$ cat config.mk
export PLATFORM = sky130hd
export DESIGN_NAME = matrix_seq_ctrl
export DESIGN_NICKNAME = d
export VERILOG_FILES = /design/src/rtl/matrix_pkg.sv /design/src/rtl/seq_skid_buf.sv /design/src/rtl/matrix_seq_ctrl.sv
export SDC_FILE = /design/constraint.sdc
export NUM_CORES = 1
export LEC_CHECK = 0
export CAP_MARGIN = 20
export CORE_ASPECT_RATIO = 2
export CORE_MARGIN = 10
export CORE_UTILIZATION = 25
export CTS_CLUSTER_SIZE = 20
export DETAILED_ROUTE_END_ITERATION = 7
export MAX_ROUTING_LAYER = met4
export PLACE_DENSITY = 0.49
export SLEW_MARGIN = 20
export SYNTH_ARGS = -nofsm -noshare
export SYNTH_HDL_FRONTEND = slang
export SYNTH_SLANG_ARGS = --single-unit
$ cat constraint.sdc
create_clock -name clk -period 9 [get_ports clk]
set_clock_uncertainty 0.2 [all_clocks]
set_input_delay 0.9 -clock clk [delete_from_list [all_inputs] [get_ports clk]]
set_output_delay 0.9 -clock clk [all_outputs]
set_load 0.005 [all_outputs]
$ cat src/rtl/matrix_pkg.sv
// Shared sizing constants and sequencer state encoding for the matrix compute path.
package matrix_pkg;

  localparam int DATA_W    = 16;
  localparam int ADDR_W    = 8;
  localparam int ROWS      = 16;
  localparam int COLS      = 16;
  localparam int MAT_WORDS = ROWS * COLS;

  typedef enum logic [1:0] {
    IDLE  = 2'd0,
    RUN   = 2'd1,
    DRAIN = 2'd2,
    DONE  = 2'd3
  } seq_state_t;

endpackage

$ cat src/rtl/seq_skid_buf.sv
// Two-entry FIFO used as a skid buffer between a fixed-latency source and a stallable sink.
module seq_skid_buf #(
  parameter int DATA_W = 16
) (
  input  logic              clk,
  input  logic              rst_n,
  input  logic              flush,
  input  logic              push,
  input  logic              pop,
  input  logic [DATA_W-1:0] din,
  output logic [DATA_W-1:0] head,
  output logic              empty,
  output logic              full,
  output logic [1:0]        count
);

  logic [DATA_W-1:0] mem_q [2];
  logic              wr_ptr;
  logic              rd_ptr;

  // Pointers and occupancy; flush discards contents in one cycle.
  always_ff @(posedge clk or negedge rst_n) begin
    if (!rst_n) begin
      wr_ptr <= 1'b0;
      rd_ptr <= 1'b0;
      count  <= 2'd0;
    end else if (flush) begin
      wr_ptr <= 1'b0;
      rd_ptr <= 1'b0;
      count  <= 2'd0;
    end else begin
      if (push) wr_ptr <= ~wr_ptr;
      if (pop)  rd_ptr <= ~rd_ptr;
      case ({push, pop})
        2'b10:   count <= count + 2'd1;
        2'b01:   count <= count - 2'd1;
        default: count <= count;
      endcase
    end
  end

  always_ff @(posedge clk) begin
    if (push && !flush) mem_q[wr_ptr] <= din;
  end

  assign head  = mem_q[rd_ptr];
  assign empty = (count == 2'd0);
  assign full  = (count == 2'd2);

endmodule

$ cat src/rtl/matrix_seq_ctrl.sv
// Sequences one pass of the PE over the matrix buffer: read, stream with row markers, write back.
module matrix_seq_ctrl #(
  parameter int DATA_W = matrix_pkg::DATA_W,
  parameter int ADDR_W = matrix_pkg::ADDR_W,
  parameter int ROWS   = matrix_pkg::ROWS,
  parameter int COLS   = matrix_pkg::COLS
) (
  input  logic              clk,
  input  logic              rst_n,
  input  logic              start,
  input  logic              abort,
  output logic              busy,
  output logic              done,
  output logic              in_rd_en,
  output logic [ADDR_W-1:0] in_rd_addr,
  input  logic [DATA_W-1:0] in_rd_data,
  output logic              pe_in_valid,
  output logic [DATA_W-1:0] pe_in_data,
  output logic              pe_in_last,
  input  logic              pe_in_ready,
  input  logic              pe_out_valid,
  input  logic [DATA_W-1:0] pe_out_data,
  output logic              pe_out_ready,
  output logic              out_wr_en,
  output logic [ADDR_W-1:0] out_wr_addr,
  output logic [DATA_W-1:0] out_wr_data,
  output logic [3:0]        row_idx
);
  import matrix_pkg::*;

  localparam int              CW   = $clog2(COLS);
  localparam logic [ADDR_W:0] TERM = (ADDR_W+1)'(ROWS * COLS);

  seq_state_t        state, state_nxt;
  logic [ADDR_W:0]   rd_cnt, in_cnt, out_cnt;
  logic [ADDR_W:0]   rd_cnt_nxt, in_cnt_nxt, out_cnt_nxt;
  logic              rd_vld_p1;
  logic              active, fire_in, fire_out;
  logic              skid_push, skid_pop, skid_flush;
  logic              skid_empty, skid_full;
  logic [1:0]        skid_count;
  logic [DATA_W-1:0] skid_head;
  logic [CW-1:0]     col;

  assign active = (state == RUN) || (state == DRAIN);
  assign busy   = (state != IDLE);
  assign done   = (state == DONE);

  // Stage p0: read issue, throttled so skid occupancy plus the in-flight read never exceeds two.
  assign in_rd_en   = (state == RUN) && !skid_full &&
                      ((3'(skid_count) + 3'(rd_vld_p1)) < 3'd2);
  assign in_rd_addr = rd_cnt[ADDR_W-1:0];

  // Stage p1: returning data is either handed straight to the PE or parked in the skid buffer.
  assign pe_in_valid = active && (!skid_empty || rd_vld_p1);
  assign pe_in_data  = !pe_in_valid ? '0 : (skid_empty ? in_rd_data : skid_head);
  assign col         = in_cnt[CW-1:0];
  assign pe_in_last  = pe_in_valid && (col == CW'(COLS - 1));
  assign fire_in     = pe_in_valid && pe_in_ready;
  assign skid_pop    = fire_in && !skid_empty;
  assign skid_push   = active && rd_vld_p1 && !(skid_empty && fire_in);
  assign skid_flush  = active && abort;

  seq_skid_buf #(.DATA_W(DATA_W)) u_skid (
    .clk   (clk),
    .rst_n (rst_n),
    .flush (skid_flush),
    .push  (skid_push),
    .pop   (skid_pop),
    .din   (in_rd_data),
    .head  (skid_head),
    .empty (skid_empty),
    .full  (skid_full),
    .count (skid_count)
  );

  assign pe_out_ready = active;
  assign fire_out     = pe_out_valid && pe_out_ready;
  assign out_wr_en    = fire_out;
  assign out_wr_addr  = out_cnt[ADDR_W-1:0];
  assign out_wr_data  = fire_out ? pe_out_data : '0;
  assign row_idx      = busy ? 4'(in_cnt[ADDR_W-1:CW]) : 4'd0;

  assign rd_cnt_nxt  = rd_cnt + (ADDR_W+1)'(in_rd_en);
  assign in_cnt_nxt  = in_cnt + (ADDR_W+1)'(fire_in);
  assign out_cnt_nxt = out_cnt + (ADDR_W+1)'(fire_out);

  // Completion looks at next-cycle counts so the last write and done are back to back.
  always_comb begin
    state_nxt = state;
    case (state)
      IDLE:    if (start && !abort) state_nxt = RUN;
      RUN:     if (abort) state_nxt = IDLE;
               else if (rd_cnt_nxt == TERM) state_nxt = DRAIN;
      DRAIN:   if (abort) state_nxt = IDLE;
               else if ((in_cnt_nxt == TERM) && (out_cnt_nxt == TERM)) state_nxt = DONE;
      DONE:    state_nxt = IDLE;
      default: state_nxt = IDLE;
    endcase
  end

  always_ff @(posedge clk or negedge rst_n) begin
    if (!rst_n) begin
      state     <= IDLE;
      rd_cnt    <= '0;
      in_cnt    <= '0;
      out_cnt   <= '0;
      rd_vld_p1 <= 1'b0;
    end else begin
      state     <= state_nxt;
      rd_vld_p1 <= in_rd_en;
      if ((state == IDLE) && start && !abort) begin
        rd_cnt  <= '0;
        in_cnt  <= '0;
        out_cnt <= '0;
      end else begin
        rd_cnt  <= rd_cnt_nxt;
        in_cnt  <= in_cnt_nxt;
        out_cnt <= out_cnt_nxt;
      end
    end
  end

endmodule

==> results of run 1 <==
[per-layer routing]
metal	wire [um]	vias up	share of wire, %	GRT usage (%)
met1	3760	1313	38	10.6
met4	125	0	1.3	3.50
met3	395	11	4.0	2.75
met5	0	-	0	-
met2	5710	76	57	20.0
li1	-	1328	-	-
[sequential cells by signal, indices dropped and copies added, names as in the netlist]
register       flops
rd_cnt             9
out_cnt            9
u_skid.rd_ptr      1
state              2
rd_vld_p1          1
u_skid.mem_q      32
u_skid.wr_ptr      1
in_cnt             9
u_skid.count       2
[metrics by stage]
step	hold slack [ns]	total power, mW	utilization [%]
after floorplan	0.292	0.755	-
after global placement	0.333	1.05	33.0
after detailed placement	0.323	1.06	33.0
after CTS	0.337	1.40	35.0
after global routing	0.372	1.47	35.0
final	0.333	1.37	35.0
[cells by family (layout without fill, tap and decap cells)]
group	Yosys count	count (layout)	share of synthesized area (%)
AO/OA/AOI/OAI	39	39	7.01
XOR/XNOR	23	23	5.73
multiplexers	19	19	5.44
buffers and inverters	45	128	6.51
AND/OR/NAND/NOR	135	135	19.9
adder cells (fa/ha/maj)	11	11	3.91
flip-flops	66	66	51.5
[where the power goes]
group	switching [mW]	internal, mW	leakage [nW]	total (mW)
sequential	0.0700	0.365	0.747	0.435
combinational	0.293	0.311	1.04	0.605
clock	0.121	0.211	0.136	0.332
[worst max-delay path: cells and delay by family (launching register included)]
family	cells	cell delay, ns
XOR/XNOR	1	0.19
adder cells (fa/ha/maj)	2	0.46
buffers and inverters	1	0.12
AND/OR/NAND/NOR	6	1.29
multiplexers	1	0.21
flip-flops	1	0.44
AO/OA/AOI/OAI	2	0.96
[synthesized netlist by cell type, types with 4 or more instances]
cell type  count
a21oi_1        5
a211oi_1       6
o22ai_1        4
ha_1          11
mux2i_1       18
and2_1        12
buf_4         16
clkbuf_1      17
nor2b_1       15
xnor2_1       11
dfrtp_1       34
edfxtp_1      32
nand3_1       22
o21ai_0       14
nor2_1        41
nand2_1       11
nand4_1        6
and3_1        17
xor2_1        12
inv_1         11
[area by class of cell]
type,instances,area (sq um)
fillers,1478,9030
flip-flops and latches,66,1810
inverters,11,41.3
repair buffers,101,998
clock buffers,11,233
clock inverters,5,46.3
well taps,189,236
multi-input cells,227,1490
[path summary, 6_finish.rpt]
| path | from | to | slack (ns) | cells after the start |
|---|---|---|---|---|
| max | u_skid.count[0]$_DFFE_PN0P_ | state[1]$_DFFE_PN0P_ | 5.03 | 13 |
| min | in_cnt[8]$_DFF_PN0_ | in_cnt[8]$_DFF_PN0_ | 0.33 | 2 |
| max reg2reg | u_skid.count[0]$_DFFE_PN0P_ | state[1]$_DFFE_PN0P_ | 5.03 | 13 |
| min reg2reg | in_cnt[8]$_DFF_PN0_ | in_cnt[8]$_DFF_PN0_ | 0.33 | 2 |
| max in group asynchronous | rst_n | u_skid.count[1]$_DFFE_PN0P_ | 7.45 | 2 |
| min in group asynchronous | rst_n | out_cnt[4]$_DFF_PN0_ | 0.79 | 2 |
==> run summary, run 1 <==
Final Hold Violating Endpoints -> 0
Peak VDD IR -> 157 uV
RSZ-0062 raised after global routing -> no
Design Area, Final -> 0.00486 sq mm
global-route wire length before repair -> 16200 um
setup ws final -> 5.03 ns
dpl hpwl -> 7560 um
ant diodes -> 0
CORE AREA -> 0.0139 sq mm
routed len/inst -> 16.4 um
Finished Layout Cells -> 610
commonest non-fill, non-tap cell in the layout -> clkdlybuf4s50_1
H-tree levels -> 3
area share of the largest cell type after synthesis -> 27.3%
Post-Synthesis Cell Area -> 0.00352 sq mm
Crit Path Max Fanout -> 15
Hold Buf Count CTS -> 0
Global Route Usage Sum -> 10.7%
Net Count, Synth -> 387
Setup crit end kind -> flip-flop
drt first pass iters -> 4
Pleak -> 1.93 nW
Cells after DPL -> 594
drt drc -> 0
period utilisation layout -> 44.1%
DP Worst Slack -> 4.88 ns
CTS max path bufs -> 2
HP Class -> flip-flop to flip-flop
Setup CP Type -> flip-flop to flip-flop
GRT overflow -> 0
initial antenna violation count -> 0
register area share after synthesis -> 51.5%
cell taking the most area after synthesis -> edfxtp_1
#FFs+latches synth -> 66
Post-CTS Setup Bufs -> 0
share of cells above drive strength 1 -> 4.75%
max-slew violation count -> 0
Starting Density -> 25.3%
CTS tree -> yes
fmax -> 252 MHz
vias in the first global route -> 3013
Final setup viols -> 0
worst-path cell chain -> inv_1 > nand2_1 > o21ai_1 > nor2_1 > ha_1 > ha_1 > nand3_1 > xor2_1 > nand2_1 > nand4bb_1 > or4_1 > a31oi_2 > mux2i_1
Critical Path RT -> 9.04 ns
WL final -> 10000 um
CTS buffer count -> 9
Tmin final -> 3.97 ns
Area after DPL -> 0.00458 sq mm
TNS Setup -> 0 ns
dominant cells by area after synthesis -> edfxtp_1, dfrtp_1, mux2i_1
Synth warnings -> 0
Max-slew headroom -> 29.8%
EDFF count, synth -> 32
Cells after Synth -> 338
most frequent cells in the layout -> clkdlybuf4s50_1, nor2_1, dfrtp_1
area delta synth->final -> 38.1%
Async SR Flop Fraction -> 51.5%
clock sinks -> 66
vias -> 2728
Reg clk slew, reported paths -> 0.05 ns
die width -> 104 um
worst endpoint data arrival time -> 4.01 ns
DRT antenna net count -> 0
Iter 0 DRT Violations -> 84
syn avg cell area -> 10.4 sq um
pin count of the biggest net entering global routing -> 38
Ports -> 97
CTS-repair resized insts -> 0
GP Congestion -> 0.794
MaxCap Viol Count -> 0
die height -> 188 um
nets -> 465
Clk Latency, worst-skew pair -> 0.33 ns
Root Buffer -> clkbuf_16
CP Launch Type -> flip-flop
die area -> 0.0195 sq mm
routed vias/inst -> 4.47
PortBufs -> 96
Site Rows -> 61
Main synth FF type -> dfrtp_1
Critical-path top delay cell -> o21ai_1
Power per Cell Area -> 282 mW/mm^2
status -> finished, final reports clean
CP max stage delay -> 0.70 ns
measured slew at the worst slew-check pin -> 1.05 ns
post-synthesis cell type count -> 39
Power figures use the tool's default switching activity.
==> run 2: changes to the inputs <==
clock period = 4.15 ns   (was 9 ns; I/O delays follow)
==> run 2 against run 1 <==
Against the previous run: count of clock-buffer cells in the layout decreased by 2; non-clock buffer count increased by 7; wire length is 2.2% higher; design area is 1.2% higher; critical path depth down 2; worst hold slack lost 0.038 ns; power grew 120%; global-route usage rose by 0.13 points; critical endpoint unchanged; highest routed layer unchanged.
==> run summary, run 2 (synthesis results as in run 1) <==
status -> finished, final reports clean
Root Buffer -> clkbuf_16
TNS Setup -> 0 ns (unchanged)
Global Route Usage Sum -> 10.9% (+0.13 points)
global-route wire length before repair -> 16400 um (+0.98%)
die height -> 188 um (unchanged)
GRT overflow -> 0 (unchanged)
measured slew at the worst slew-check pin -> 1.03 ns (-0.0228 ns)
H-tree levels -> 3 (unchanged)
GP Congestion -> 0.826 (+4.1%)
drt first pass iters -> 4 (unchanged)
Util after Layout -> 35.4% (+0.42 points)
CORE AREA -> 0.0139 sq mm (unchanged)
initial antenna violation count -> 0 (unchanged)
Reg clk slew, reported paths -> 0.06 ns (about the same)
Starting Density -> 25.3% (unchanged)
area delta synth->final -> 39.7%
nets -> 472 (+1.5%)
Post-CTS Setup Bufs -> 0 (unchanged)
CTS tree -> yes
Final Hold Violating Endpoints -> 0 (unchanged)
setup ws final -> 0.714 ns (-4.32 ns)
share of cells above drive strength 1 -> 7.01% (+2.3 points)
Clk Latency, worst-skew pair -> 0.34 ns (about the same)
crit-path most repeated cell -> ha_1
CTS buffer count -> 9 (unchanged)
CP max stage delay -> 0.76 ns (+0.06 ns)
Reg with most FFs -> u_skid.mem_q
Critical-path top delay cell -> dfrtp_1
CP Launch Type -> flip-flop
Peak VDD IR -> 326 uV (+110%)
Setup CP Type -> flip-flop to flip-flop
Cells after DPL -> 601 (+1.2%)
MaxCap Viol Count -> 0 (unchanged)
RSZ-0062 raised after global routing -> no
CTS max path bufs -> 2 (unchanged)
commonest non-fill, non-tap cell in the layout -> clkdlybuf4s50_1
# fillers -> 1430 (-3.2%)
vias -> 2738 (+0.37%)
worst endpoint data arrival time -> 3.49 ns (-0.52 ns)
pin count of the biggest net entering global routing -> 35 (-7.9%)
ant diodes -> 0 (unchanged)
Tmin final -> 3.44 ns (-0.530 ns)
Iter 0 DRT Violations -> 86 (+2.4%)
Max-slew headroom -> 31.5% (+1.7 points)
Final setup viols -> 0 (unchanged)
dpl hpwl -> 7840 um (+3.7%)
DP Worst Slack -> 0.578 ns (-4.30 ns)
HP Class -> input port to async pin
Crit Path Max Fanout -> 18 (+3)
max FFs per register -> 32 (unchanged)
worst-path cell chain -> nand2_1 > and3_1 > ha_1 > ha_1 > nand3_1 > xor2_1 > nand4_1 > o41ai_1 > o22ai_1 > a31oi_2 > mux2i_1
routed vias/inst -> 4.44 (-0.77%)
Finished Layout Cells -> 617 (+1.1%)
fmax -> 291 MHz (+15%)
Power per Cell Area -> 620 mW/mm^2 (+120%)
PortBufs -> 96 (unchanged)
CTS-repair resized insts -> 0 (unchanged)
period utilisation layout -> 82.8% (+39 points)
max-slew violation count -> 0 (unchanged)
clock sinks -> 66 (unchanged)
CP Buf/Inv Count -> 0 (-1)
die width -> 104 um (unchanged)
Hold Buf Count CTS -> 0 (unchanged)
Site Rows -> 61 (unchanged)
Pleak -> 1.97 nW (+2.0%)
drt drc -> 0 (unchanged)
die area -> 0.0195 sq mm (unchanged)
Ports -> 97 (unchanged)
vias in the first global route -> 2961 (-1.7%)
crit-path leading delay family -> compound AO/OA/AOI/OAI gates
routed len/inst -> 16.6 um (+1.0%)
DRT antenna net count -> 0 (unchanged)
Critical Path RT -> 4.20 ns (-4.84 ns)
most frequent cells in the layout -> clkdlybuf4s50_1, nor2_1, dfrtp_1
Setup crit end kind -> flip-flop
WL final -> 10200 um (+2.2%)
==> run 2: changes by cell type in the layout (fill, tap and decap cells not counted), sizes merged <==
| cell | before | now |
|---|---|---|
| buf | 5 | 12 |
| clkbuf | 11 | 9 |
| clkinv | 4 | 5 |
| clkinvlp | 0 | 1 |
==> run 2: cell type report <==
class / instances / area [sq um] / area share [%]
clock buffers: 9 / 225 / 4.58
clock inverters: 7 / 60.1 / 1.22
flip-flops and latches: 66 / 1810 / 36.9
multi-input cells: 227 / 1490 / 30.3
well taps: 189 / 236 / 4.81
inverters: 11 / 41.3 / 0.840
repair buffers: 108 / 1050 / 21.4
==> run 2: final timing paths <==
| check | depth (start not counted) | startpoint | to | slack [ns] |
|---|---|---|---|---|
| min | 2 | rst_n | out_cnt[4]$_DFF_PN0_ | 0.30 |
| min in group clk | 2 | in_cnt[8]$_DFF_PN0_ | in_cnt[8]$_DFF_PN0_ | 0.34 |
| max in group asynchronous | 2 | rst_n | u_skid.rd_ptr$_DFFE_PN0P_ | 3.11 |
| min reg2reg | 2 | in_cnt[8]$_DFF_PN0_ | in_cnt[8]$_DFF_PN0_ | 0.34 |
| max | 11 | rd_vld_p1$_DFF_PN0_ | state[1]$_DFFE_PN0P_ | 0.71 |
| max reg2reg | 11 | rd_vld_p1$_DFF_PN0_ | state[1]$_DFFE_PN0P_ | 0.71 |
==> run 2: stage by stage <==
step                power, mW  instance area, sq um  hold slack [ns]
detailed placement       2.37                  4630            0.326
finish                   3.05                  4920            0.296
global placement         2.34                  4630            0.319
CTS                      3.11                  4920            0.316
global route             3.26                  4920            0.352
floorplan                1.64                  3520          -0.0806
==> run 2: metal layers <==
layer  wire (um)  vias to the layer above  global-route usage [%]
li1            -                     1337                       -
met1        3910                     1310                    11.0
met2        5740                       74                    19.8
met3         350                       17                    1.79
met4         216                        0                    5.22
met5           0                        -                       -
==> run 2: report_power, final <==
part	switching (mW)	total, mW	internal (mW)
clock network	0.278	0.734	0.457
registers	0.128	0.920	0.791
logic	0.680	1.39	0.713
